--- src/rtl/ahb_lite_master_arbiter.sv ---
// Two-master AHB-Lite input stage. Each master has a one-deep address-phase
// holding register. A master that loses arbitration is stalled through its own HREADY.
module ahb_lite_master_arbiter #(
    parameter bit RR = 1'b0,
    parameter int AW = 32
) (
    input  logic          HCLK,
    input  logic          HRESET,
    input  logic [AW-1:0] HADDR_M0,
    input  logic [AW-1:0] HADDR_M1,
    input  logic [1:0]    HTRANS_M0,
    input  logic [1:0]    HTRANS_M1,
    input  logic          HWRITE_M0,
    input  logic          HWRITE_M1,
    input  logic [2:0]    HSIZE_M0,
    input  logic [2:0]    HSIZE_M1,
    input  logic [31:0]   HWDATA_M0,
    input  logic [31:0]   HWDATA_M1,
    output logic          HREADY_M0,
    output logic          HREADY_M1,
    output logic [31:0]   HRDATA_M0,
    output logic [31:0]   HRDATA_M1,
    output logic [AW-1:0] HADDR,
    output logic [1:0]    HTRANS,
    output logic          HWRITE,
    output logic [2:0]    HSIZE,
    output logic [31:0]   HWDATA,
    input  logic          HREADY,
    input  logic [31:0]   HRDATA,
    output logic [1:0]    GNT
);

    localparam int NUM_M = 2;

    logic [NUM_M-1:0][AW-1:0] live_addr;
    logic [NUM_M-1:0]         live_req;
    logic [NUM_M-1:0]         live_write;
    logic [NUM_M-1:0][2:0]    live_size;
    logic [NUM_M-1:0][31:0]   live_wdata;

    logic [NUM_M-1:0]         pend_v;
    logic [NUM_M-1:0][AW-1:0] pend_addr;
    logic [NUM_M-1:0]         pend_write;
    logic [NUM_M-1:0][2:0]    pend_size;

    logic [NUM_M-1:0][AW-1:0] src_addr;
    logic [NUM_M-1:0]         src_write;
    logic [NUM_M-1:0][2:0]    src_size;
    logic [NUM_M-1:0]         req;
    logic [NUM_M-1:0]         hready_m;
    logic [NUM_M-1:0]         capture;

    logic aown_q, dval_q, down_q, last_q;
    logic owner;
    logic unused_ok;

    assign live_addr  = {HADDR_M1, HADDR_M0};
    assign live_req   = {HTRANS_M1[1], HTRANS_M0[1]};
    assign live_write = {HWRITE_M1, HWRITE_M0};
    assign live_size  = {HSIZE_M1, HSIZE_M0};
    assign live_wdata = {HWDATA_M1, HWDATA_M0};
    assign unused_ok  = HTRANS_M0[0] ^ HTRANS_M1[0];

    for (genvar g = 0; g < NUM_M; g++) begin : g_master
        assign src_addr[g]  = pend_v[g] ? pend_addr[g]  : live_addr[g];
        assign src_write[g] = pend_v[g] ? pend_write[g] : live_write[g];
        assign src_size[g]  = pend_v[g] ? pend_size[g]  : live_size[g];
        assign req[g]       = pend_v[g] | live_req[g];
        assign hready_m[g]  = pend_v[g] ? 1'b0 :
                              (dval_q && (down_q == 1'(g))) ? HREADY : 1'b1;
        // Capture both the arbitration loser and anyone presenting into a waited bus.
        assign capture[g]   = hready_m[g] & live_req[g] & ~pend_v[g] &
                              ~((owner == 1'(g)) & HREADY);
    end

    always_comb begin
        owner = aown_q;
        if (HREADY) begin
            if (req[0] && req[1])
                owner = RR ? ~last_q : 1'b0;
            else if (req[0])
                owner = 1'b0;
            else if (req[1])
                owner = 1'b1;
        end
    end

    // SEQ is forwarded as NONSEQ: bursts leave this block as single transfers.
    assign HTRANS    = req[owner] ? 2'b10 : 2'b00;
    assign HADDR     = src_addr[owner];
    assign HWRITE    = src_write[owner];
    assign HSIZE     = src_size[owner];
    assign GNT       = owner ? 2'b10 : 2'b01;
    assign HWDATA    = live_wdata[down_q];
    assign HREADY_M0 = hready_m[0];
    assign HREADY_M1 = hready_m[1];
    assign HRDATA_M0 = HRDATA;
    assign HRDATA_M1 = HRDATA;

    always_ff @(posedge HCLK) begin
        if (HRESET) begin
            aown_q <= 1'b0;
            dval_q <= 1'b0;
            down_q <= 1'b0;
            last_q <= 1'b1;
        end else if (HREADY) begin
            aown_q <= owner;
            dval_q <= HTRANS[1];
            down_q <= owner;
            if (HTRANS[1])
                last_q <= owner;
        end
    end

    always_ff @(posedge HCLK) begin
        for (int m = 0; m < NUM_M; m++) begin
            if (HRESET) begin
                pend_v[m] <= 1'b0;
            end else if (capture[m]) begin
                pend_v[m]     <= 1'b1;
                pend_addr[m]  <= live_addr[m];
                pend_write[m] <= live_write[m];
                pend_size[m]  <= live_size[m];
            end else if (HREADY && (owner == 1'(m))) begin
                pend_v[m] <= 1'b0;
            end
        end
    end

endmodule

--- config.mk ---
export PLATFORM = sky130hd
export DESIGN_NAME = ahb_lite_master_arbiter
export DESIGN_NICKNAME = d
export VERILOG_FILES = /design/src/rtl/ahb_lite_master_arbiter.sv
export SDC_FILE = /design/constraint.sdc
export NUM_CORES = 1
export LEC_CHECK = 0
export ABC_AREA = 1
export CORE_ASPECT_RATIO = 0.75
export CORE_MARGIN = 5
export CORE_UTILIZATION = 35
export CTS_BUF_LIST = sky130_fd_sc_hd__clkbuf_16
export DETAILED_ROUTE_END_ITERATION = 7
export GPL_TIMING_DRIVEN = 0
export PLACE_DENSITY_LB_ADDON = 0.2
export SYNTH_ARGS = -nofsm -noshare
export SYNTH_HDL_FRONTEND = slang
export SYNTH_SLANG_ARGS = --single-unit
export TNS_END_PERCENT = 30
--- constraint.sdc ---
create_clock -name HCLK -period 8.52 [get_ports HCLK]
set_input_delay 2.556 -clock HCLK [delete_from_list [all_inputs] [get_ports HCLK]]
set_output_delay 2.556 -clock HCLK [all_outputs]
set_load 0.005 [all_outputs]
==> flow_summary.toml <==
[placed_design]
gp_congestion = 0.840
port_buffers = 277
dp_hpwl_um = 13300

[logic_synthesis]
ys_seq_area_frac = 0.468
synth_top_cell_area_share = 0.451
yosysTopAreaCell = "edfxtp_1"
netlist_area_um2 = 4800
ys_types = 29
syn-num-nets = 617
netlist_instances = 442
syn_area_per_cell_um2 = 10.9
yosysWarnings = 0
ys_top_cells_by_area = "edfxtp_1, buf_4, nand2_1"
synth-seq-cells = 76

[status]
outcome = "finished, final reports clean"

[power]
ir_drop_mv = 0.108
intPower_w = 0.000932
p_sw_w = 0.000295
p_leak_nw = 3.08
pwr-share-clk = 0.356
p_seq_frac = 0.352
power_density_nw_per_um2 = 150
swShare = 0.240
power_frac_comb = 0.292

[layout]
final_cell_mix = "clkdlybuf4s50_1, nand2_1, edfxtp_1, buf_4, mux2i_1"
nNetsFinal = 907
syn_to_final_growth_pct = 71.0
fillers = 1139
fin_util = 0.604
layout_commonest_cell = "clkdlybuf4s50_1"
drive_gt1_frac = 0.262
diodes = 0

[drt]
first_pass_iters = 4
via_per_inst = 4.53
drtAntennaViolNets = 0
route.detailed.drc = 0
drtIter0Drc = 219
postRouteWirelength_um = 16400
vias = 4135
post_drt_wl_per_cell_um = 18.0

[setup_path]
cp_slowest_stage_delay_ns = 0.54
worstPathRequired_ns = 5.96
path_buf_inv = 5
crit_family = "buffers and inverters"
end_kind = "primary output"
startpoint_type = "input port"
critPathKind = "input port to primary output"
path_max_fanout = 10
arrival_ns = 4.53
cp_slowest_cell = "clkdlybuf4s50_1"
path_cells = "clkdlybuf4s50_1 -> inv_1 -> nor2_4 -> nand2_2 -> nand2_4 -> buf_12 -> buf_12 -> o211ai_2 -> o21ai_2 -> clkdlybuf4s50_1"

[global_route]
antenna_found_initial = 0
grt_pass1_wl_um = 25600
grt_pass1_vias = 4588
grt_start_max_net_pins = 22
gr-total-overflow = 0
grtUsageTotal = 0.197

[timing]
fin_skew_ns = 0.00513
finalSetupTns_ns = 0
slew_violations = 0
worst_pin_slew_ns = 0.613
hold_ws_ns = 0.511
setup_violations = 0
fin_crit_sh = 0.831
hold_viol_final = 0
clock.fmax_mhz = 141
min_period_ns = 7.08
relSlewSlack = 0.590
rsz0062_at_grt = "false"

[floorplanning]
fp.dieH_um = 111
fp.dieArea_um2 = 16200
pin_count = 313
rows = 37
fp.coreArea_um2 = 13600
die_x_um = 145
start_util = 0.354

[clocking]
cts_max_level = 3
post_cts_buffers = 0
cts_buffer_depth = 2
numCtsBuffers = 9
cts_num_sinks = 76
ctsHoldBuffers = 0
clk_pin_slew_ns = 0.06
cts_root_buffer = "clkbuf_16"
post_cts_resized = 0
cts_tree = "built"
clock_latency_ns = 0.33

[hold_path]
hold_path_class = "register to register"

[flow_run]
maxCapViolCount = 0
-- final timing paths --
path                   from             to  slack (ns)  cells after the start
hold reg to reg      dval_q         dval_q        0.51                      2
hold / removal       dval_q         dval_q        0.51                      2
setup reg to reg  pend_v[1]  pend_addr[61]        6.52                      5
setup / recovery     HREADY       HADDR[1]        1.44                     10
-- through the flow --
| step | power (W) | std cells | cell area, µm² | setup WS, ns |
|---|---|---|---|---|
| floorplan | 0.000584 | 442 | 4800 | 2.66 |
| global placement | 0.000793 | 894 | 7790 | 1.44 |
| detailed placement | 0.000801 | 896 | 7860 | 1.43 |
| CTS | 0.00124 | 912 | 8200 | 1.42 |
| global route | 0.00128 | 912 | 8200 | 1.34 |
| finish | 0.00123 | 912 | 8200 | 1.44 |
-- worst min-delay path, delay by kind of cell, from the launching register on --
kind / cells / cell delay (ns)
flip-flops: 1 / 0.31
AO/OA/AOI/OAI: 1 / 0.06
AND/OR/NAND/NOR: 1 / 0.10
-- Yosys cell counts --
cell type	count
buf_2	9
buf_4	67
a21oi_2	1
or2_1	19
conb_1	1
dfxtp_1	4
inv_2	4
buf_6	4
a21o_1	1
buf_12	4
nor2_1	3
inv_1	3
edfxtp_1	72
nand2_1	101
o21ai_0	1
mux2i_1	36
nor2_4	1
o21ai_2	30
a31oi_1	1
o211ai_1	6
nand3_1	2
nand2_2	2
clkbuf_1	9
o211ai_2	30
nand2_4	4
or2_2	17
o21ai_1	7
inv_4	1
a21oi_1	2
-- kinds of logic after synthesis --
| group | after synthesis | synth area share |
|---|---|---|
| AND/OR/NAND/NOR | 149 | 0.145 |
| buffers and inverters | 101 | 0.154 |
| AO/OA/AOI/OAI | 79 | 0.158 |
| flip-flops | 76 | 0.468 |
| multiplexers | 36 | 0.0751 |
| other | 1 | 0.000782 |
-- registers in the layout, indices dropped and copies added (netlist names) --
name,cells
pend_addr,64
pend_size,6
pend_v,2
pend_write,2
down_q,1
dval_q,1
-- final cells by class --
type,instances,area (µm²),share of cell area
sequential,76,2240,0.273
multi-input combinational,265,1830,0.223
inverter,8,32.5,0.00397
tap,175,219,0.0267
clock buffer,9,225,0.0275
timing repair buffer,279,2830,0.345
buffer,93,707,0.0862
clock inverter,7,116,0.0142
-- metal layers --
metal | wire [µm] | share of wire | vias to the layer above | GRT usage
li1 | - | - | 2045 | -
met1 | 7160 | 0.44 | 1909 | 0.255
met2 | 7790 | 0.47 | 156 | 0.321
met3 | 1150 | 0.070 | 25 | 0.0647
met4 | 329 | 0.020 | 0 | 0.0503
met5 | 0 | 0 | - | 0
-- power groups by stage --
stage / clock, W / combinational [W] / sequential (W)
2_1_floorplan: 0 / 0.000145 / 0.000439
3_3_place_gp: 0 / 0.000353 / 0.000440
3_5_place_dp: 0 / 0.000361 / 0.000439
4_1_cts: 0.000445 / 0.000364 / 0.000432
5_1_grt: 0.000464 / 0.000384 / 0.000433
6_report: 0.000437 / 0.000358 / 0.000431
Note: power is estimated with default switching activity, not from simulation.
